File: src/rtl/vnlp_pkg.sv
// Shared VNLP constants: memory geometry, vector stride and loader state encoding.
package vnlp_pkg;

    localparam int unsigned ADDR_W   = 9;
    localparam int unsigned DATA_W   = 8;
    localparam int unsigned DEPTH    = 512;
    localparam int unsigned VEC_LEN  = 4;
    localparam int unsigned STRIDE   = VEC_LEN + 1;
    localparam int unsigned MAX_VECS = DEPTH / STRIDE;
    localparam int unsigned IDX_W    = $clog2(VEC_LEN);

    typedef logic [2:0] state_t;

    localparam state_t ST_IDLE  = 3'd0;
    localparam state_t ST_CLEAR = 3'd1;
    localparam state_t ST_LOAD  = 3'd2;
    localparam state_t ST_FIRE  = 3'd3;
    localparam state_t ST_WAIT  = 3'd4;

endpackage

File: src/rtl/vnlp_loader.sv
// Feeds the VNLP engine: clears its vector memory, writes stride-5 vectors from a
// valid/ready byte stream, then issues a Start pulse and waits for Done.
module vnlp_loader
    import vnlp_pkg::*;
(
    input  logic              Clk,
    input  logic              Reset,
    input  logic              Load_Req,
    input  logic [DATA_W-1:0] In_Data,
    input  logic              In_Valid,
    input  logic              In_Last,
    output logic              In_Ready,
    output logic [ADDR_W-1:0] Mem_Addr,
    output logic [DATA_W-1:0] Mem_WData,
    output logic              Mem_WE,
    output logic              Start,
    input  logic              Done,
    output logic              Busy,
    output logic [ADDR_W-1:0] Vec_Count,
    output logic              Overflow
);

    state_t              state_q,     state_d;
    logic [ADDR_W-1:0]   addr_q,      addr_d;
    logic [IDX_W-1:0]    idx_q,       idx_d;
    logic [ADDR_W-1:0]   vec_count_q, vec_count_d;
    logic                overflow_q,  overflow_d;
    logic                in_ready_q,  in_ready_d;
    logic [ADDR_W-1:0]   mem_addr_q,  mem_addr_d;
    logic [DATA_W-1:0]   mem_wdata_q, mem_wdata_d;
    logic                mem_we_q,    mem_we_d;
    logic                start_q,     start_d;
    logic                busy_q,      busy_d;

    logic                last_elem;

    assign last_elem = (idx_q == IDX_W'(VEC_LEN - 1));

    // Next-state and registered-output logic; write port is zeroed whenever idle.
    always_comb begin
        state_d     = state_q;
        addr_d      = addr_q;
        idx_d       = idx_q;
        vec_count_d = vec_count_q;
        overflow_d  = overflow_q;
        in_ready_d  = 1'b0;
        mem_addr_d  = '0;
        mem_wdata_d = '0;
        mem_we_d    = 1'b0;
        start_d     = 1'b0;

        case (state_q)
            ST_IDLE: begin
                if (Load_Req) begin
                    state_d     = ST_CLEAR;
                    mem_we_d    = 1'b1;
                    addr_d      = '0;
                    idx_d       = '0;
                    vec_count_d = '0;
                    overflow_d  = 1'b0;
                end
            end
            ST_CLEAR: begin
                if (mem_addr_q == ADDR_W'(DEPTH - 1)) begin
                    state_d    = ST_LOAD;
                    in_ready_d = 1'b1;
                end else begin
                    mem_we_d   = 1'b1;
                    mem_addr_d = mem_addr_q + ADDR_W'(1);
                end
            end
            ST_LOAD: begin
                in_ready_d = 1'b1;
                if (In_Valid && in_ready_q) begin
                    mem_we_d    = 1'b1;
                    mem_addr_d  = addr_q;
                    mem_wdata_d = In_Data;
                    // Separator word skipped: it already holds 0 from the clear pass.
                    if (last_elem) begin
                        addr_d = addr_q + ADDR_W'(2);
                        idx_d  = '0;
                    end else begin
                        addr_d = addr_q + ADDR_W'(1);
                        idx_d  = idx_q + IDX_W'(1);
                    end
                    if (idx_q == '0) begin
                        vec_count_d = vec_count_q + ADDR_W'(1);
                    end
                    if (In_Last) begin
                        state_d    = ST_FIRE;
                        in_ready_d = 1'b0;
                    end else if (last_elem && (vec_count_q == ADDR_W'(MAX_VECS))) begin
                        state_d    = ST_FIRE;
                        in_ready_d = 1'b0;
                        overflow_d = 1'b1;
                    end
                end
            end
            ST_FIRE: begin
                start_d = 1'b1;
                state_d = ST_WAIT;
            end
            ST_WAIT: begin
                if (Done) begin
                    state_d = ST_IDLE;
                end
            end
            default: begin
                state_d = ST_IDLE;
            end
        endcase

        busy_d = (state_d != ST_IDLE);
    end

    always_ff @(posedge Clk) begin
        if (Reset) begin
            state_q     <= ST_IDLE;
            addr_q      <= '0;
            idx_q       <= '0;
            vec_count_q <= '0;
            overflow_q  <= 1'b0;
            in_ready_q  <= 1'b0;
            mem_addr_q  <= '0;
            mem_wdata_q <= '0;
            mem_we_q    <= 1'b0;
            start_q     <= 1'b0;
            busy_q      <= 1'b0;
        end else begin
            state_q     <= state_d;
            addr_q      <= addr_d;
            idx_q       <= idx_d;
            vec_count_q <= vec_count_d;
            overflow_q  <= overflow_d;
            in_ready_q  <= in_ready_d;
            mem_addr_q  <= mem_addr_d;
            mem_wdata_q <= mem_wdata_d;
            mem_we_q    <= mem_we_d;
            start_q     <= start_d;
            busy_q      <= busy_d;
        end
    end

    assign In_Ready  = in_ready_q;
    assign Mem_Addr  = mem_addr_q;
    assign Mem_WData = mem_wdata_q;
    assign Mem_WE    = mem_we_q;
    assign Start     = start_q;
    assign Busy      = busy_q;
    assign Vec_Count = vec_count_q;
    assign Overflow  = overflow_q;

endmodule

File: config.mk
export PLATFORM = sky130hd
export DESIGN_NAME = vnlp_loader
export DESIGN_NICKNAME = d
export VERILOG_FILES = /design/src/rtl/vnlp_pkg.sv /design/src/rtl/vnlp_loader.sv
export SDC_FILE = /design/constraint.sdc
export NUM_CORES = 1
export LEC_CHECK = 0
export ABC_CLOCK_PERIOD_IN_PS = 4300
export CORE_AREA = 5 5 75 77
export DETAILED_ROUTE_END_ITERATION = 6
export DIE_AREA = 0 0 80 82
export PLACE_DENSITY = 0.69
export REMOVE_ABC_BUFFERS = 1
export SETUP_SLACK_MARGIN = 0.1
export SLEW_MARGIN = 40
export SYNTH_ARGS = -nofsm -noshare
export SYNTH_HDL_FRONTEND = slang
export SYNTH_SLANG_ARGS = --single-unit
export TNS_END_PERCENT = 1
File: constraint.sdc
create_clock -name Clk -period 4.3 [get_ports Clk]
set_input_delay 0.86 -clock Clk [delete_from_list [all_inputs] [get_ports Clk]]
set_output_delay 0.86 -clock Clk [all_outputs]
set_load 0.05 [all_outputs]
==> results of run 1 <==
[cells by family after synthesis]
kind of cell / after synthesis
XOR/XNOR: 5
flip-flops: 45
multiplexers: 2
buffers and inverters: 19
AO/OA/AOI/OAI: 61
adder cells (fa/ha/maj): 8
AND/OR/NAND/NOR: 102
[per-layer routing]
layer	share of wire, %	track usage [%]
met4	1.1	4.899
met5	0	0
met1	47	20.44
met2	48	25.91
met3	3.7	3.947
[cells in the mapped netlist (3+ instances only)]
library cell  instances
a211oi_1              3
a21oi_1              22
a22oi_1               4
a31oi_1               4
and2_1                9
and3_1                6
buf_2                 5
clkbuf_1              4
dfxtp_1              45
ha_1                  8
inv_1                 8
nand2_1              12
nand2b_1              3
nand3_1              11
nand3b_1              3
nand4_1               7
nor2_1               15
nor2b_1               5
o21ai_0              12
o31ai_1               8
or3_1                 9
or4_1                 8
xnor2_1               3
[flip-flops by register name, summed over array words and instances, names as in the netlist, 2 cells and up]
name,cells
Mem_Addr,9
idx_q,2
Vec_Count,9
Mem_WData,8
state_q,3
addr_q,9
[worst max-delay path: cells and delay by family]
| kind | cells | cell delay (ns) |
|---|---|---|
| simple gates | 2 | 0.74 |
| buf+inv | 1 | 0.50 |
| compound gates | 2 | 0.60 |
[power groups by stage]
stage               Sequential [mW]  Combinational (mW)  Clock [mW]
global route                  0.425              0.0585       0.289
floorplan                     0.440              0.0223           0
CTS                           0.425              0.0543       0.272
finish                        0.425              0.0538       0.262
detailed placement            0.435              0.0540           0
global placement              0.435              0.0534           0
[metrics by stage]
step	setup slack (ns)	cells	utilization (%)
4_1_cts	1.831	352	54.35
5_1_grt	1.660	352	54.40
3_3_place_gp	1.581	345	52.48
6_report	1.818	352	54.40
3_5_place_dp	1.537	345	52.61
2_1_floorplan	1.822	231	-
[final timing paths]
kind,start,end,slack [ns]
max,In_Valid,addr_q[5]$_SDFFE_PP0P_,1.82
max reg2reg,Mem_Addr[0]$_SDFF_PP0_,Mem_Addr[7]$_SDFF_PP0_,1.88
min,Overflow$_SDFFE_PP0P_,Overflow$_SDFFE_PP0P_,0.48
min reg2reg,Overflow$_SDFFE_PP0P_,Overflow$_SDFFE_PP0P_,0.48
[layout make-up]
| type | instances | share of cell area, % |
|---|---|---|
| flip-flops and latches | 45 | 33.49 |
| repair buffers | 44 | 16.37 |
| clock buffers | 7 | 3.209 |
| multi-input cells | 178 | 42.56 |
| well taps | 70 | 3.256 |
| inverters | 8 | 1.116 |
==> results.json, run 1 <==
{
  "htree_levels": 2,
  "fin_skew_ns": 0.004832,
  "crit_slowest_cell": "or4_1",
  "wl_per_cell_um": 13.62,
  "max_slew_margin_pct": 52.91,
  "yosysWarnings": 0,
  "peakVddDrop_uv": 115.1,
  "critPathArrivalTime_ns": 2.70,
  "syn-cell-area_mm2": 0.002130,
  "die_width_um": 80,
  "vias": 1919,
  "postSynthCellCount": 242,
  "clk_latency_ns": 0.29,
  "die_h_um": 82,
  "seqCellArea_um2": 900.9,
  "whs_path_depth": 1,
  "via_per_inst": 5.452,
  "outcome": "complete, no violations",
  "cts-buffers-inserted": 5,
  "ys_ff_latch": 45,
  "clkTransAtPathRegs_ns": 0.08,
  "cp-end-kind": "flop",
  "clk_path_buf_depth": 2,
  "tightest_slew_ns": 0.7064,
  "fin_tns_setup_ns": 0,
  "synth-main-ff-cell": "dfxtp_1",
  "synthAdderAreaFrac_pct": 4.700,
  "core_area_mm2": 0.004945,
  "cts_tree": "done",
  "start_util_pct": 43.07,
  "finalInstanceArea_mm2": 0.002690,
  "required_ns": 4.52,
  "cts_sinks": 45,
  "final_cell_mix": "45 x dfxtp_1, 44 x clkdlybuf4s50_1, 22 x a21oi_1",
  "critical_path_class": "in -> reg",
  "synth_top_area_cell": "dfxtp_1",
  "r2r_cells": 7,
  "total_leakage_power_nw": 0.8933,
  "grt_first_pass_wirelength_um": 8362,
  "yosys-top-cells-area": "dfxtp_1 42%, a21oi_1 5.2%, ha_1 4.7%",
  "synthToLayoutAreaGrowth_pct": 26.32,
  "cap_viol_max_count": 0,
  "fin_nets": 304,
  "maxSlewViolCount": 0,
  "routed_wl_um": 4794,
  "die_area_mm2": 0.006560,
  "cts_setup_buffers": 0,
  "dp_hpwl_um": 3485,
  "ctsHoldBuffers": 0,
  "intPower_uw": 570.4,
  "drc_errors": 0,
  "drive_above_1_share_pct": 4.610,
  "portBuffers": 44,
  "hold_class": "reg -> reg",
  "finalCriticalPeriod_ns": 2.482,
  "swShare_pct": 23.04,
  "antenna_left": 0,
  "track_usage_pct": 15.80,
  "yosys.area.top_type_share_pct": 42.30,
  "finalHoldWorstSlack_ns": 0.4807,
  "multi_input_area_mm2": 0.001145,
  "drt_first_pass_iters": 4,
  "synth-simple-area-share_pct": 28.08,
  "rsz0062_at_grt": "false",
  "power_frac_comb_pct": 7.3,
  "synthDistinctLibCells": 42,
  "seq_power_share_pct": 57.3,
  "fp-row-count": 26,
  "crit_fanout": 26,
  "grt-ovfl-total": 0,
  "switching_power_uw": 170.7,
  "setup_viol_count_final": 0,
  "cp_cell_sequence": "clkdlybuf4s50_1, nand3_1, a21o_1, or4_1, a21oi_1",
  "cellPowerDensity_mw_per_mm2": 275.5,
  "cts_resized": 0,
  "synth_compound_area_share_pct": 17.57,
  "async_reset_ff_share_pct": 0,
  "hold_viol": 0,
  "ys_seq_area_share_pct": 42.30,
  "fin_crit_sh_pct": 57.72,
  "synth_top_family_by_area": "simple AND/OR/NAND/NOR gates",
  "fillers": 486,
  "synth_xor_area_share_pct": 2.056,
  "final_common_cell": "dfxtp_1",
  "synth_edf_count": 0,
  "max_freq_mhz": 402.9,
  "syn_area_per_cell_um2": 8.800,
  "diodes": 0,
  "critPathMaxStageDelay_ns": 0.59,
  "crit_path_start_kind": "input port",
  "antenna_found_initial": 0,
  "clkPwrFrac_pct": 35.4,
  "drt-initial-drc-count": 76,
  "post_dp_cell_area_mm2": 0.002601,
  "ios": 45,
  "grt_pass1_vias": 1838,
  "gp_congestion": 0.7754,
  "synthMuxAreaShare_pct": 0.9401,
  "clockRootBuffer": "clkbuf_8",
  "grt_max_degree": 27,
  "p_total_uw": 741.1
}
Note: power is estimated with default switching activity, not from simulation.
==> run 2: changes to the inputs <==
ABC_CLOCK_PERIOD_IN_PS = 2500   (was 4300)
clock period = 2.5 ns   (was 4.3 ns; I/O delays follow)
==> results.json, run 2 (synthesis results as in run 1) <==
{
  "die_width_um": 80,
  "clkTransAtPathRegs_ns": 0.08,
  "crit_slowest_cell": "or4b_4",
  "die_h_um": 82,
  "cp_cell_sequence": "ha_1, and3_1, and3_1, ha_2, or4b_4, or3_1, a31oi_1",
  "cts_setup_buffers": 0,
  "postLayoutCoreUtil_pct": 55.29,
  "gp_congestion": 0.8005,
  "finalInstanceArea_mm2": 0.002734,
  "cap_viol_max_count": 0,
  "dp_cells": 352,
  "ios": 45,
  "ctsHoldBuffers": 0,
  "crit_path_start_kind": "flop",
  "max_slew_margin_pct": 61.90,
  "critPathMaxStageDelay_ns": 0.54,
  "cts_tree": "done",
  "clk_path_buf_depth": 2,
  "cts_resized": 0,
  "post_dp_cell_area_mm2": 0.002648,
  "finalCriticalPeriod_ns": 2.299,
  "critPathArrivalTime_ns": 2.52,
  "routed_wl_um": 4943,
  "dp_hpwl_um": 3609,
  "track_usage_pct": 15.34,
  "final_cell_mix": "45 x dfxtp_1, 44 x clkdlybuf4s50_1, 22 x a21oi_1",
  "cp_common_cell": "and3_1",
  "grt_first_pass_wirelength_um": 7997,
  "drc_errors": 0,
  "htree_levels": 2,
  "fin_crit_sh_pct": 91.98,
  "pre_cts_slack_ns": 0.1238,
  "core_area_mm2": 0.004945,
  "p_total_mw": 1.269,
  "synthToLayoutAreaGrowth_pct": 28.38,
  "fin_tns_setup_ns": 0,
  "fp-row-count": 26,
  "hold_viol": 0,
  "maxSlewViolCount": 0,
  "rrSetupSlack_ns": 0.20,
  "gr-usage-met1_pct": 19.72,
  "start_util_pct": 43.07,
  "drt-initial-drc-count": 69,
  "drt_first_pass_iters": 4,
  "cp-end-kind": "flop",
  "grt_pass1_vias": 1772,
  "max_freq_mhz": 434.9,
  "vias": 1926,
  "grt_max_degree": 20,
  "die_area_mm2": 0.006560,
  "critical_path_class": "reg -> reg",
  "hold_class": "reg -> reg",
  "fin_nets": 311,
  "crit_fanout": 5,
  "tightest_slew_ns": 0.5691,
  "via_per_inst": 5.350,
  "wl_per_cell_um": 13.73,
  "cts-buffers-inserted": 5,
  "layoutNonFillerInstCount": 360,
  "rsz0062_at_grt": "false",
  "required_ns": 2.72,
  "antenna_found_initial": 0,
  "use_met3_pct": 3.399,
  "drive_above_1_share_pct": 6.552,
  "final_common_cell": "dfxtp_1",
  "finalHoldWorstSlack_ns": 0.4692,
  "clockRootBuffer": "clkbuf_8",
  "cts_sinks": 45,
  "setup_viol_count_final": 0,
  "antenna_left": 0,
  "cellPowerDensity_mw_per_mm2": 464.2,
  "grt_util_met2_pct": 25.08,
  "outcome": "complete, no violations",
  "finalWorstSetupSlack_ns": 0.2006,
  "fin_skew_ns": 0.004570,
  "peakVddDrop_uv": 224.5,
  "grt-ovfl-total": 0,
  "total_leakage_power_nw": 0.9187,
  "portBuffers": 44,
  "diodes": 0,
  "clk_latency_ns": 0.29,
  "top_usage_layer": "met2"
}
run 2: cell types whose count changed in the layout (fill, tap and decap cells not counted), sizes merged:
cell	before	now
buf	0	7
clkbuf	7	8
run 2: critical path: cells and delay by family (launching register included):
kind | cells | cell delay, ns
adders and majority gates | 2 | 0.43
and+or+nand+nor | 4 | 1.30
AOI/OAI and AO/OA | 1 | 0.15
DFF | 1 | 0.35
run 2: where the power goes:
group | internal (mW) | total, mW | switching (mW)
combinational | 0.0484 | 0.105 | 0.0568
sequential | 0.722 | 0.730 | 0.00815
clock | 0.199 | 0.434 | 0.235
total | 0.969 | 1.27 | 0.300
run 2: per-layer routing:
metal | up-vias | part of all wire (%)
li1 | 982 | -
met1 | 905 | 48
met2 | 33 | 47
met3 | 6 | 3.3
met4 | 0 | 1.2
met5 | - | 0
run 2: area by class of cell:
cell class,count,area (um^2)
clock buffers,8,80.08
repair buffers,51,493.0
flip-flops and latches,45,900.9
well taps,70,87.58
multi-input cells,178,1142
fillers,447,2211
inverters,8,30.03
run 2: worst paths after layout:
path                               start                     end  cells past startpoint
hold / removal     Overflow$_SDFFE_PP0P_   Overflow$_SDFFE_PP0P_                      1
setup / recovery  Mem_Addr[0]$_SDFF_PP0_  Mem_Addr[5]$_SDFF_PP0_                      7
setup reg to reg  Mem_Addr[0]$_SDFF_PP0_  Mem_Addr[5]$_SDFF_PP0_                      7
hold reg to reg    Overflow$_SDFFE_PP0P_   Overflow$_SDFFE_PP0P_                      1
==> run 3: changes to the inputs <==
REMOVE_ABC_BUFFERS = unset   (was 1)
==> results.json, run 3 (synthesis results as in run 1) <==
{
  "peakVddDrop_uv": 322.5,
  "top_layer": "met4",
  "cellPowerDensity_mw_per_mm2": 511.0,
  "drt_first_pass_iters": 4,
  "drive_above_1_share_pct": 7.958,
  "rsz0062_at_grt": "false",
  "finalWorstSetupSlack_ns": 0.2298,
  "r2r-start": "Mem_Addr[0]$_SDFF_PP0_",
  "fillers": 472,
  "seqCellArea_um2": 903.4,
  "final_cell_mix": "44 x clkdlybuf4s50_1, 43 x dfxtp_1, 22 x a21oi_1",
  "crit_fanout": 5,
  "gp_congestion": 0.7835,
  "portBuffers": 44,
  "multi_input_area_mm2": 0.001142,
  "clk_path_buf_depth": 2,
  "total_leakage_power_nw": 0.9336,
  "via_per_inst": 5.348,
  "rr_endpoint": "Mem_Addr[7]$_SDFF_PP0_",
  "cp-end-kind": "flop",
  "r2r_cells": 7,
  "clk_latency_ns": 0.30,
  "die_h_um": 82,
  "ctsHoldBuffers": 0,
  "finalCriticalPeriod_ns": 2.270,
  "clockRootBuffer": "clkbuf_8",
  "diodes": 0,
  "hold_viol": 0,
  "fin_skew_ns": 0.003466,
  "cts_setup_buffers": 0,
  "outcome": "complete, no violations",
  "vias": 1920,
  "max_freq_mhz": 440.5,
  "critPathArrivalTime_ns": 2.50,
  "fin_tns_setup_ns": 0,
  "antenna_left": 0,
  "cap_viol_max_count": 0,
  "max_slew_margin_pct": 58.24,
  "cts_tree": "done",
  "crit_end": "Mem_Addr[7]$_SDFF_PP0_",
  "wl_met1_um": 2215,
  "grt_pass1_vias": 1678,
  "drc_errors": 0,
  "required_ns": 2.73,
  "cts_sinks": 45,
  "wl_per_cell_um": 13.92,
  "hold_class": "reg -> reg",
  "dp_hpwl_um": 3670,
  "grt_first_pass_wirelength_um": 8031,
  "grt-ovfl-total": 0,
  "dp_cells": 351,
  "fin_crit_sh_pct": 90.81,
  "antenna_found_initial": 0,
  "crit_path_start_kind": "flop",
  "fin_nets": 310,
  "rrSetupSlack_ns": 0.23,
  "maxSlewViolCount": 0,
  "clkTransAtPathRegs_ns": 0.09,
  "fp-row-count": 26,
  "cts-buffers-inserted": 5,
  "routed_wl_um": 4997,
  "pre_cts_slack_ns": 0.1674,
  "track_usage_pct": 15.67,
  "synthToLayoutAreaGrowth_pct": 30.02,
  "start_util_pct": 43.07,
  "tightest_slew_ns": 0.6251,
  "wl_met2_um": 2567,
  "drt-initial-drc-count": 69,
  "die_area_mm2": 0.006560,
  "grt_max_degree": 22,
  "critical_path_class": "reg -> reg",
  "ios": 45,
  "layoutNonFillerInstCount": 359,
  "core_area_mm2": 0.004945,
  "die_width_um": 80,
  "final_common_cell": "clkdlybuf4s50_1",
  "setup_viol_count_final": 0,
  "htree_levels": 2,
  "cp-startpoint": "Mem_Addr[0]$_SDFF_PP0_",
  "wl_met3_um": 146,
  "synthesis.nets": 264,
  "cts_resized": 0
}
## run 3: worst min-delay path by stage
stage | slack (ns) | cells after the start | end | from
finish | 0.48 | 2 | idx_q[0]$_SDFFE_PP0P_ | idx_q[0]$_SDFFE_PP0P_
global route | 0.52 | 2 | idx_q[0]$_SDFFE_PP0P_ | idx_q[0]$_SDFFE_PP0P_
CTS | 0.48 | 2 | idx_q[0]$_SDFFE_PP0P_ | idx_q[0]$_SDFFE_PP0P_
detailed placement | 0.46 | 1 | Overflow$_SDFFE_PP0P_ | Overflow$_SDFFE_PP0P_
global placement | 0.45 | 1 | Overflow$_SDFFE_PP0P_ | Overflow$_SDFFE_PP0P_
floorplan | 0.45 | 2 | idx_q[1]$_SDFFE_PP0P_ | idx_q[1]$_SDFFE_PP0P_
## run 3: report_power, final
group	internal, mW	switching [mW]	total [mW]
combinational	0.0460	0.0552	0.101
clock	0.325	0.258	0.583
sequential	0.722	0.00847	0.731
total	1.09	0.322	1.41
## run 3: worst max-delay path, cell delays in order (launching register included)
cell and delay [ns]:
dfxtp_2 0.35, ha_1 0.21, and3_1 0.21, and3_1 0.17, ha_2 0.20, or4b_4 0.54, or3_1 0.36, a31oi_1 0.16
## run 3: metrics by stage
stage | hold slack (ns) | power [mW] | instance area [um^2] | utilization, %
detailed placement | 0.4623 | 0.8468 | 2643 | 53.44
floorplan | 0.4486 | 0.8039 | 2132 | -
CTS | 0.4832 | 1.428 | 2763 | 55.87
global route | 0.5176 | 1.469 | 2769 | 56.00
finish | 0.4809 | 1.415 | 2769 | 56.00
global placement | 0.4536 | 0.8467 | 2643 | 53.44
## run 3: layout make-up
type | count | share of cell area (%)
Clock inverter | 2 | 1.356
Multi-Input combinational cell | 178 | 41.26
Inverter | 8 | 1.084
Clock buffer | 6 | 2.982
Timing Repair Buffer | 50 | 17.53
Tap cell | 70 | 3.163
Sequential cell | 45 | 32.63
## run 3: metal layers
| metal | vias up | track usage [%] |
|---|---|---|
| met5 | - | 0 |
| li1 | 981 | - |
| met1 | 897 | 18.74 |
| met2 | 36 | 27.32 |
| met3 | 6 | 3.289 |
| met4 | 0 | 6.419 |
